==> src/rtl/tennis_match_scorer_if.sv <==
// Scoreboard bus for the tennis match scorer.
// Point strobes in, score, pulse and winner outputs back.
interface tennis_match_scorer_if #(
  parameter int GW = 5
);
  logic          pl1;
  logic          pl2;
  logic          new_match;
  logic [4:0]    p1_pts;
  logic [4:0]    p2_pts;
  logic [GW-1:0] p1_games;
  logic [GW-1:0] p2_games;
  logic [2:0]    p1_sets;
  logic [2:0]    p2_sets;
  logic          tiebreak;
  logic [1:0]    game_won;
  logic [1:0]    set_won;
  logic          p1_win;
  logic          p2_win;

  modport master (
    output pl1, pl2, new_match,
    input  p1_pts, p2_pts, p1_games, p2_games,
    input  p1_sets, p2_sets, tiebreak,
    input  game_won, set_won, p1_win, p2_win
  );

  modport slave (
    input  pl1, pl2, new_match,
    output p1_pts, p2_pts, p1_games, p2_games,
    output p1_sets, p2_sets, tiebreak,
    output game_won, set_won, p1_win, p2_win
  );
endinterface

==> src/rtl/tennis_match_scorer.sv <==
// Two-player tennis match scorer: points, games, sets, winner.
// Every point resolves game/set/match in a single clock edge.
module tennis_match_scorer #(
  parameter int GAMES_TO_WIN = 6,
  parameter int SETS_TO_WIN  = 2,
  parameter int NO_AD        = 0,
  parameter int TIEBREAK_EN  = 1,
  parameter int TB_POINTS    = 7,
  parameter int GW           = 5
) (
  input  logic clk,
  input  logic rst,
  tennis_match_scorer_if.slave bus
);

  localparam logic [1:0] S_PLAY = 2'd0;
  localparam logic [1:0] S_TB   = 2'd1;
  localparam logic [1:0] S_OVER = 2'd2;

  localparam int GCAP = (1 << GW) - 2;

  localparam logic [5:0]  L_TBP  = TB_POINTS[5:0];
  localparam logic [GW:0] L_GTW  = GAMES_TO_WIN[GW:0];
  localparam logic [GW:0] L_GCAP = GCAP[GW:0];
  localparam logic [GW:0] L_GONE = 1;
  localparam logic [GW:0] L_GTWO = 2;
  localparam logic [2:0]  L_STW  = SETS_TO_WIN[2:0];

  logic [1:0]    r_state;
  logic [4:0]    r_p1_pts;
  logic [4:0]    r_p2_pts;
  logic [GW-1:0] r_p1_games;
  logic [GW-1:0] r_p2_games;
  logic [2:0]    r_p1_sets;
  logic [2:0]    r_p2_sets;
  logic          r_tiebreak;
  logic [1:0]    r_game_won;
  logic [1:0]    r_set_won;
  logic          r_p1_win;
  logic          r_p2_win;

  logic [1:0]    w_state;
  logic [4:0]    w_p1_pts;
  logic [4:0]    w_p2_pts;
  logic [GW-1:0] w_p1_games;
  logic [GW-1:0] w_p2_games;
  logic [2:0]    w_p1_sets;
  logic [2:0]    w_p2_sets;
  logic          w_tiebreak;
  logic [1:0]    w_game_won;
  logic [1:0]    w_set_won;
  logic          w_p1_win;
  logic          w_p2_win;

  logic w_p1;
  logic w_p2;
  logic w_go;

  // Scores are handled as winner (x) / loser (y) and mapped back.
  logic [5:0]  w_xp;
  logic [5:0]  w_yp;
  logic [GW:0] w_xg;
  logic [GW:0] w_yg;
  logic [2:0]  w_xs;
  logic        w_gw;
  logic        w_sw;
  logic        w_tb;
  logic        w_over;

  assign w_p1 = bus.pl1 & ~bus.pl2;
  assign w_p2 = bus.pl2 & ~bus.pl1;
  assign w_go = (w_p1 | w_p2) & (r_state != S_OVER);

  // Next-state scoring for one point, or match restart.
  always_comb begin
    w_state    = r_state;
    w_p1_pts   = r_p1_pts;
    w_p2_pts   = r_p2_pts;
    w_p1_games = r_p1_games;
    w_p2_games = r_p2_games;
    w_p1_sets  = r_p1_sets;
    w_p2_sets  = r_p2_sets;
    w_tiebreak = r_tiebreak;
    w_game_won = 2'b00;
    w_set_won  = 2'b00;
    w_p1_win   = r_p1_win;
    w_p2_win   = r_p2_win;

    w_xp   = w_p1 ? {1'b0, r_p1_pts} : {1'b0, r_p2_pts};
    w_yp   = w_p1 ? {1'b0, r_p2_pts} : {1'b0, r_p1_pts};
    w_xg   = w_p1 ? {1'b0, r_p1_games} : {1'b0, r_p2_games};
    w_yg   = w_p1 ? {1'b0, r_p2_games} : {1'b0, r_p1_games};
    w_xs   = w_p1 ? r_p1_sets : r_p2_sets;
    w_gw   = 1'b0;
    w_sw   = 1'b0;
    w_tb   = r_tiebreak;
    w_over = 1'b0;

    unique case (1'b1)
      (r_state == S_OVER): begin
        if (bus.new_match) begin
          w_state    = S_PLAY;
          w_p1_pts   = '0;
          w_p2_pts   = '0;
          w_p1_games = '0;
          w_p2_games = '0;
          w_p1_sets  = '0;
          w_p2_sets  = '0;
          w_tiebreak = 1'b0;
          w_p1_win   = 1'b0;
          w_p2_win   = 1'b0;
        end
      end
      (r_state == S_TB): begin
        if (w_go) begin
          w_xp = w_xp + 6'd1;
          if (w_xp >= L_TBP && w_xp >= w_yp + 6'd2) begin
            w_xp = '0;
            w_yp = '0;
            w_gw = 1'b1;
            w_xg = L_GTW + L_GONE;
            w_sw = 1'b1;
          end else if (w_xp == 6'd31 && w_yp == 6'd31) begin
            w_xp = 6'd30;
            w_yp = 6'd30;
          end
        end
      end
      default: begin
        if (w_go) begin
          w_xp = w_xp + 6'd1;
          if ((NO_AD != 0) ? (w_xp == 6'd4)
              : (w_xp >= 6'd4 && w_xp >= w_yp + 6'd2)) begin
            w_xp = '0;
            w_yp = '0;
            w_gw = 1'b1;
            w_xg = w_xg + L_GONE;
            if (w_xg >= L_GTW && w_xg >= w_yg + L_GTWO) begin
              w_sw = 1'b1;
            end else if (TIEBREAK_EN != 0 && w_xg == L_GTW
                         && w_yg == L_GTW) begin
              w_tb    = 1'b1;
              w_state = S_TB;
            end else if (TIEBREAK_EN == 0 && w_xg == L_GCAP
                         && w_yg == L_GCAP) begin
              w_xg = w_xg - L_GONE;
              w_yg = w_yg - L_GONE;
            end
          end else if (w_xp == 6'd4 && w_yp == 6'd4) begin
            w_xp = 6'd3;
            w_yp = 6'd3;
          end
        end
      end
    endcase

    if (w_sw) begin
      w_xs = w_xs + 3'd1;
      w_xp = '0;
      w_yp = '0;
      w_xg = '0;
      w_yg = '0;
      w_tb = 1'b0;
      if (w_xs == L_STW) begin
        w_over  = 1'b1;
        w_state = S_OVER;
      end else begin
        w_state = S_PLAY;
      end
    end

    if (w_go && w_p1) begin
      w_p1_pts   = w_xp[4:0];
      w_p2_pts   = w_yp[4:0];
      w_p1_games = w_xg[GW-1:0];
      w_p2_games = w_yg[GW-1:0];
      w_p1_sets  = w_xs;
      w_tiebreak = w_tb;
      w_game_won = {w_gw, 1'b0};
      w_set_won  = {w_sw, 1'b0};
      w_p1_win   = w_over;
    end else if (w_go) begin
      w_p2_pts   = w_xp[4:0];
      w_p1_pts   = w_yp[4:0];
      w_p2_games = w_xg[GW-1:0];
      w_p1_games = w_yg[GW-1:0];
      w_p2_sets  = w_xs;
      w_tiebreak = w_tb;
      w_game_won = {1'b0, w_gw};
      w_set_won  = {1'b0, w_sw};
      w_p2_win   = w_over;
    end
  end

  // Score registers with asynchronous clear.
  always_ff @(posedge clk or negedge rst) begin
    if (!rst) begin
      r_state    <= S_PLAY;
      r_p1_pts   <= '0;
      r_p2_pts   <= '0;
      r_p1_games <= '0;
      r_p2_games <= '0;
      r_p1_sets  <= '0;
      r_p2_sets  <= '0;
      r_tiebreak <= 1'b0;
      r_game_won <= 2'b00;
      r_set_won  <= 2'b00;
      r_p1_win   <= 1'b0;
      r_p2_win   <= 1'b0;
    end else begin
      r_state    <= w_state;
      r_p1_pts   <= w_p1_pts;
      r_p2_pts   <= w_p2_pts;
      r_p1_games <= w_p1_games;
      r_p2_games <= w_p2_games;
      r_p1_sets  <= w_p1_sets;
      r_p2_sets  <= w_p2_sets;
      r_tiebreak <= w_tiebreak;
      r_game_won <= w_game_won;
      r_set_won  <= w_set_won;
      r_p1_win   <= w_p1_win;
      r_p2_win   <= w_p2_win;
    end
  end

  assign bus.p1_pts   = r_p1_pts;
  assign bus.p2_pts   = r_p2_pts;
  assign bus.p1_games = r_p1_games;
  assign bus.p2_games = r_p2_games;
  assign bus.p1_sets  = r_p1_sets;
  assign bus.p2_sets  = r_p2_sets;
  assign bus.tiebreak = r_tiebreak;
  assign bus.game_won = r_game_won;
  assign bus.set_won  = r_set_won;
  assign bus.p1_win   = r_p1_win;
  assign bus.p2_win   = r_p2_win;

endmodule

==> src/flat_wrapper.sv <==
// flat-port wrapper written by rule: the top's interface ports become plain ports
module tennis_match_scorer_flat 
#(
  parameter int GAMES_TO_WIN = 6,
  parameter int SETS_TO_WIN  = 2,
  parameter int NO_AD        = 0,
  parameter int TIEBREAK_EN  = 1,
  parameter int TB_POINTS    = 7,
  parameter int GW           = 5
)
  (clk, rst, bus_pl1, bus_pl2, bus_new_match, bus_p1_pts, bus_p2_pts, bus_p1_games, bus_p2_games, bus_p1_sets, bus_p2_sets, bus_tiebreak, bus_game_won, bus_set_won, bus_p1_win, bus_p2_win);
  tennis_match_scorer_if #(.GW(GW)) bus_i ();
  input  logic clk;
  input  logic rst;
  input wire logic [$bits(bus_i.pl1)-1:0] bus_pl1;
  input wire logic [$bits(bus_i.pl2)-1:0] bus_pl2;
  input wire logic [$bits(bus_i.new_match)-1:0] bus_new_match;
  output wire logic [$bits(bus_i.p1_pts)-1:0] bus_p1_pts;
  output wire logic [$bits(bus_i.p2_pts)-1:0] bus_p2_pts;
  output wire logic [$bits(bus_i.p1_games)-1:0] bus_p1_games;
  output wire logic [$bits(bus_i.p2_games)-1:0] bus_p2_games;
  output wire logic [$bits(bus_i.p1_sets)-1:0] bus_p1_sets;
  output wire logic [$bits(bus_i.p2_sets)-1:0] bus_p2_sets;
  output wire logic [$bits(bus_i.tiebreak)-1:0] bus_tiebreak;
  output wire logic [$bits(bus_i.game_won)-1:0] bus_game_won;
  output wire logic [$bits(bus_i.set_won)-1:0] bus_set_won;
  output wire logic [$bits(bus_i.p1_win)-1:0] bus_p1_win;
  output wire logic [$bits(bus_i.p2_win)-1:0] bus_p2_win;
  assign bus_i.pl1 = bus_pl1;
  assign bus_i.pl2 = bus_pl2;
  assign bus_i.new_match = bus_new_match;
  assign bus_p1_pts = bus_i.p1_pts;
  assign bus_p2_pts = bus_i.p2_pts;
  assign bus_p1_games = bus_i.p1_games;
  assign bus_p2_games = bus_i.p2_games;
  assign bus_p1_sets = bus_i.p1_sets;
  assign bus_p2_sets = bus_i.p2_sets;
  assign bus_tiebreak = bus_i.tiebreak;
  assign bus_game_won = bus_i.game_won;
  assign bus_set_won = bus_i.set_won;
  assign bus_p1_win = bus_i.p1_win;
  assign bus_p2_win = bus_i.p2_win;
  tennis_match_scorer #(.GAMES_TO_WIN(GAMES_TO_WIN), .SETS_TO_WIN(SETS_TO_WIN), .NO_AD(NO_AD), .TIEBREAK_EN(TIEBREAK_EN), .TB_POINTS(TB_POINTS), .GW(GW)) u_core (.clk(clk), .rst(rst), .bus(bus_i));
endmodule
==> config.mk <==
export PLATFORM = sky130hd
export DESIGN_NAME = tennis_match_scorer_flat
export DESIGN_NICKNAME = d
export VERILOG_FILES = /design/src/rtl/tennis_match_scorer_if.sv /design/src/rtl/tennis_match_scorer.sv /design/src/flat_wrapper.sv
export SDC_FILE = /design/constraint.sdc
export NUM_CORES = 1
export LEC_CHECK = 0
export ABC_AREA = 1
export BUFFER_PORTS_ARGS = -buffer_cell sky130_fd_sc_hd__buf_2
export CAP_MARGIN = 40
export CORE_MARGIN = 2
export CORE_UTILIZATION = 50
export DETAILED_ROUTE_END_ITERATION = 12
export GPL_ROUTABILITY_DRIVEN = 0
export GPL_TIMING_DRIVEN = 0
export PLACE_DENSITY_LB_ADDON = 0.25
export SYNTH_ARGS = -nofsm -noshare
export SYNTH_HDL_FRONTEND = slang
export SYNTH_SLANG_ARGS = --single-unit
==> constraint.sdc <==
create_clock -name clk -period 2.8 [get_ports clk]
set_clock_uncertainty 0.05 [all_clocks]
set_input_delay 0.56 -clock clk [delete_from_list [all_inputs] [get_ports clk]]
set_output_delay 0.56 -clock clk [all_outputs]
set_load 0.05 [all_outputs]
==> results of run 1 <==
## metrics by stage
step / area (sq um) / total power, mW / util (%)
floorplan: 3480 / 3.56 / -
global placement: 3770 / 4.27 / 59.0
detailed placement: 3770 / 4.34 / 59.0
CTS: 4420 / 5.48 / 69.2
global route: 4730 / 6.55 / 74.1
finish: 4730 / 6.10 / 74.1
## cell families (layout without fill, tap and decap cells)
family / after synthesis / after routing / share of synthesized area, %
AOI/OAI and AO/OA: 45 / 45 / 8.30
xor gates and xnor gates: 5 / 5 / 1.32
adders and majority gates: 23 / 23 / 8.67
buffers and inverters: 71 / 171 / 9.69
DFF: 35 / 35 / 26.4
muxes: 1 / 1 / 0.302
and+or+nand+nor: 329 / 329 / 45.3
## cell usage after synthesis, types with 3 or more instances
| cell | n | area, sq um |
|---|---|---|
| a21oi_1 | 14 | 70.1 |
| o21ai_2 | 6 | 52.6 |
| xnor2_1 | 3 | 26.3 |
| clkbuf_1 | 4 | 15.0 |
| buf_2 | 5 | 25.0 |
| buf_6 | 6 | 67.6 |
| o21ai_0 | 17 | 85.1 |
| ha_1 | 23 | 288 |
| nand2_1 | 169 | 634 |
| nand4_1 | 20 | 125 |
| inv_1 | 52 | 195 |
| dfrtp_1 | 35 | 876 |
| o21ai_1 | 4 | 20.0 |
| nor2_1 | 27 | 101 |
| nand2_2 | 6 | 37.5 |
| nand3_1 | 93 | 465 |
## layer usage
layer | track usage (%) | wire (um) | vias up
met4 | 15.9 | 551 | 0
met2 | 48.3 | 5360 | 253
met3 | 4.38 | 972 | 54
met1 | 38.8 | 4350 | 1859
li1 | - | - | 1878
met5 | 0 | 0 | -
## cell type report
cell class	count	area, sq um
buffer	16	140
clock buffer	8	100
fill	474	1650
inverter	54	220
multi-input combinational	403	2630
sequential	35	876
tap	77	96.3
timing repair buffer	93	667
## path summary, 6_finish.rpt
kind                       slack [ps]  cells after the start                            endpoint                     startpoint
max in group asynchronous        1900                      1  u_core.bus.p1_games[3]$_DFFE_PN0P_                            rst
min in group clk                  440                      2       u_core.bus.p1_win$_DFFE_PN0P_  u_core.bus.p1_win$_DFFE_PN0P_
hold / removal                    290                      1    u_core.bus.p2_pts[0]$_DFFE_PN0P_                            rst
hold reg to reg                   440                      2       u_core.bus.p1_win$_DFFE_PN0P_  u_core.bus.p1_win$_DFFE_PN0P_
setup / recovery                 -170                     17  u_core.bus.p1_games[1]$_DFFE_PN0P_                        bus_pl2
setup reg to reg                  -70                      9   u_core.bus.p1_sets[2]$_DFFE_PN0P_  u_core.r_state[0]$_DFFE_PN0P_
## what timing repair did
item / CTS / global route
cloned: 1 / 1
buffers inserted: 41 / 13
pin swaps: 29 / 40
gates resized for setup: 50 / 51
endpoints found under the setup margin: 35 / 35
## state kept, by name, indices dropped and copies added, names as in the netlist
signal / cells
u_core.r_state: 2
u_core.bus.p2_games: 5
u_core.bus.p2_win: 1
u_core.bus.set_won: 2
u_core.bus.tiebreak: 1
u_core.bus.game_won: 2
u_core.bus.p1_pts: 5
u_core.bus.p2_sets: 3
u_core.bus.p1_games: 5
u_core.bus.p1_sets: 3
u_core.bus.p1_win: 1
u_core.bus.p2_pts: 5
## where the power goes
group	leakage (nW)	switching, mW	internal [mW]
sequential	0.467	0.181	0.686
combinational	1.83	3.05	1.78
clock	0.0515	0.178	0.225
==> key figures, run 1 <==
Critical path
  – CP delay by family, top: simple AND/OR/NAND/NOR gates
  – Crit path cell chain: buf_8, inv_12, ha_4, buf_4, o21ai_1, nor2_1, nand3_2, inv_1, ha_2, nor2_1, nor2_4, nand3_4, nand2_8, nand3_4, buf_6, nand4_1, nand3_1
  – Crit end category: flip-flop
  – CP Launch Type: primary input
  – Crit-path slowest cell: o21ai_1
  – Critical path peak fanout: 7
  – Worst EP required: ~2900 ps
  – CP peak stage delay: 330 ps
  – Worst Path Arrival: ~3100 ps
  – CP bufs+invs: 5
  – Crit path kind: in -> reg

Timing
  – Post-route clock period utilization: 106%
  – Final setup TNS: -2250 ps
  – Post-layout min period: slightly below 3000 ps
  – Unrepaired setup endpoints after global routing: yes
  – Final Hold Viols: 0
  – Pins Over Slew Limit: 0
  – Final setup margin: -166 ps
  – Slew @ Worst Pin: 776 ps
  – WHS: 291 ps
  – Fmax: roughly 340 MHz
  – Final Setup Violations: 30
  – Worst rel slew slack: slightly below 50%

Yosys
  – Avg Synthesized Cell Area: 6.52 sq um
  – Yosys cell types: 36
  – Synth warn: 0
  – Syn_nets: 537
  – Post-synthesis async set-or-reset flop share: 100%
  – Synthesized area: 0.00332 sq mm
  – Seq/Total Area, Yosys: 26.4%
  – Ys flop type: dfrtp_1
  – Post-synth EDFFs: 0
  – Mapped Cells: around 510
  – Yosys reg bits: 35

Status
  – Status: complete, but fails checks
  – Failing checks: setup timing

Global route
  – Total global routing overflow: 0
  – First-pass GRT wire length: around 17000 um
  – Largest net degree at the start of global routing: 36
  – Initial antenna violation count: 0
  – GRT Total Usage: around 30%
  – Vias in the first global route: 3775

CTS
  – H-tree depth: 2
  – Worst-Skew Late Latency: 280 ps
  – Clock Path Buffers: 2
  – Total CTS buffers: 5
  – CTS tree: built
  – Hold buffers post-CTS: 0
  – Num Clock Sinks: 35
  – Clock transition at path regs: around 70 ps
  – Clk root buf: clkbuf_8

Detailed routing
  – DRC: 0
  – Routed len/inst: roughly 16 um
  – Iteration-0 DRC Markers: between 400 and 500
  – Vias per cell: 5.90
  – Routed WL: 11200 um
  – Vias: just over 4000
  – Post-DRT Antenna Nets: 0
  – Pre-antenna DRT Iters: 5

Floorplanning
  – Die Ht: 85.5 um
  – Initial core utilization: 52.0%
  – Total core area: 0.00639 sq mm
  – Die area: 0.00730 sq mm
  – # rows: 29
  – Die width: 85.5 um
  – Ports: 38

Layout
  – Share of layout cells above drive strength 1: 35.8%
  – Finished Layout Cells: 686
  – Antenna diode count: 0
  – Most common cell after layout, fill and taps aside: nand2_1
  – Most frequent cells in the layout: nand2_1, nand3_1, buf_4
  – # nets final: 636
  – Area grow syn2layout: 42.6%

Placed design
  – Dpl hpwl: 7390 um
  – Placed cells: roughly 620
  – Buffers on Ports: 37
  – Pre-CTS WS: -801 ps

Hold path
  – Hold/Removal Path Class: in -> async

Pwr
  – Worst IR drop on VDD: between 0.8 and 0.9 mV
  – Pwr Density: roughly 1300 mW/mm^2
  – Leak: 2.35 nW

Run
  – Max_cap viols: 0
Note: power is estimated with default switching activity, not from simulation.
==> inputs of run 2 (changes only) <==
CORE_ASPECT_RATIO = 2   (was default)
==> run 2 against run 1 <==
Net effect:
- largest cell class unchanged
- setup slack lost 81 ps
- cell count shrank 0.58%
- the flow still finishes with violations (setup timing)
- sequential power shrank 1%
==> key figures, run 2 (synthesis gave the netlist of run 1 again) <==
Status
  – Status: complete, but fails checks
  – Failing checks: setup timing

Timing
  – Final Setup Violations: 35
  – Post-layout min period: 3050 ps
  – Slew @ Worst Pin: 806 ps
  – Final setup margin: -248 ps
  – Worst rel slew slack: 46.3%
  – Final setup TNS: -4590 ps
  – Pins Over Slew Limit: 0
  – Post-route clock period utilization: 109%
  – Final Hold Viols: 0
  – Unrepaired setup endpoints after global routing: yes
  – Fmax: around 330 MHz

Pwr
  – Worst IR drop on VDD: 0.869 mV
  – Clock share of power: 10.4%
  – Cell-internal power: 2.77 mW
  – Leak: roughly 2.3 nW
  – Net Switching: approximately 3.5 mW
  – Sw frac: 55.5%
  – Pwr Density: 1360 mW/mm^2
  – Reg power frac: 13.7%
  – Comb power frac: 75.8%

Critical path
  – CP peak stage delay: 260 ps
  – Worst Path Arrival: around 3200 ps
  – CP bufs+invs: 5
  – Crit-path slowest cell: o21ai_4
  – CP Launch Type: primary input
  – Critical path peak fanout: 8
  – Crit end category: flip-flop
  – CP delay by family, top: simple AND/OR/NAND/NOR gates
  – Crit path kind: in -> reg
  – Crit path cell chain: buf_8, inv_12, ha_4, buf_12, o21ai_4, ha_4, nand2_2, nand2_2, inv_2, ha_4, nand2_2, o21ai_2, nand2_2, nand2_4, nand3_4, nand2_8, buf_4, nand2_1, nand2_1, nand2_2, nand3_1, nand3_1
  – Worst EP required: 2910 ps
  – Critical Path Most Common Cell: nand2_2

Floorplanning
  – Die width: 61.6 um
  – Ports: 38
  – Total core area: 0.00652 sq mm
  – Die Ht: roughly 120 um
  – Initial core utilization: 50.9%
  – # rows: 42
  – Die area: 0.00734 sq mm

CTS
  – H-tree depth: 2
  – Clk root buf: clkbuf_16
  – CTS tree: built
  – Num Clock Sinks: 35
  – Total CTS buffers: 5
  – Clock transition at path regs: approximately 60 ps
  – Hold buffers post-CTS: 0
  – Clock Path Buffers: 2
  – Worst-Skew Late Latency: 280 ps

Placed design
  – Placed cells: 634
  – Area post-placement: 0.00378 sq mm
  – Buffers on Ports: 37
  – Pre-CTS WS: -843 ps
  – Dpl hpwl: 7380 um

Detailed routing
  – Routed len/inst: 17.2 um
  – Iteration-0 DRC Markers: 577
  – Vias per cell: 5.95
  – Post-DRT Antenna Nets: 0
  – Pre-antenna DRT Iters: 8
  – Routed WL: 11700 um
  – DRC: 0
  – Vias: 4060

Global route
  – First-pass GRT wire length: 17700 um
  – Vias in the first global route: 3766
  – GRT Total Usage: 31.3%
  – Largest net degree at the start of global routing: 36
  – Total global routing overflow: 0
  – Initial antenna violation count: 0

Layout
  – Final core utilization: 70.1%
  – Most frequent cells in the layout: nand2_1, nand3_1, inv_1
  – # nets final: 621
  – Antenna diode count: 0
  – Design area: 0.00457 sq mm
  – Most common cell after layout, fill and taps aside: nand2_1
  – Share of layout cells above drive strength 1: 32.3%
  – Finished Layout Cells: 682
  – Area grow syn2layout: 37.7%

Hold path
  – Hold/Removal Path Class: in -> async

Run
  – Max_cap viols: 0
[run 2: cell types whose count changed in the layout (fill, tap and decap cells not counted), moves of 5 or more]
cell	previous run	this run
buf_4	50	34
nand3_2	27	22
nand3_1	67	73
nand2_4	13	6
clkbuf_8	7	0
[run 2: path summary, 6_finish.rpt]
check / from / end / slack [ps] / depth (start not counted)
worst max-delay path: bus_pl2 / u_core.bus.p1_games[3]$_DFFE_PN0P_ / -250 / 22
worst min-delay path: rst / u_core.bus.p2_pts[2]$_DFFE_PN0P_ / 310 / 1
worst max register to register: u_core.r_state[0]$_DFFE_PN0P_ / u_core.bus.p2_pts[4]$_DFFE_PN0P_ / -90 / 9
worst min register to register: u_core.bus.p1_win$_DFFE_PN0P_ / u_core.bus.p1_win$_DFFE_PN0P_ / 450 / 2
max in group asynchronous: rst / u_core.bus.p1_games[0]$_DFFE_PN0P_ / 1870 / 1
min in group clk: u_core.bus.p1_win$_DFFE_PN0P_ / u_core.bus.p1_win$_DFFE_PN0P_ / 450 / 2
[run 2: routing by layer]
metal  up-vias  part of all wire, %  track usage (%)
li1       1854                    -                -
met1      1824                   35             39.1
met2       294                   47             47.2
met3        88                   10             5.21
met4         0                  7.9             20.6
met5         -                    0                0
[run 2: final cells by class]
class	instances	area [sq um]
timing repair buffer	77	534
multi-input combinational	404	2520
fill	545	1950
inverter	54	224
sequential	35	876
buffer	16	134
tap	88	110
clock inverter	3	43.8
clock buffer	5	125
[run 2: what timing repair did]
item                                    in CTS  in global routing
setup buffers                               26                 11
endpoints found under the setup margin      35                 35
gates resized for setup                     45                 34
pin swaps                                   24                 26
cloned                                       4                  0
[run 2: power by group through the flow]
stage                     clock network [mW]  registers, mW  logic [mW]
final                                  0.651          0.855        4.73
after detailed placement                   0          0.861        3.50
after global routing                   0.675          0.880        5.05
after CTS                              0.647          0.854        4.26
after floorplan                            0           1.40        2.17
after global placement                     0          0.855        3.45
[run 2: through the flow]
| stage | power [mW] | hold WS (ps) |
|---|---|---|
| 2_1_floorplan | 3.56 | 214 |
| 3_3_place_gp | 4.31 | 417 |
| 3_5_place_dp | 4.36 | 432 |
| 4_1_cts | 5.76 | 345 |
| 5_1_grt | 6.60 | 395 |
| 6_report | 6.23 | 314 |
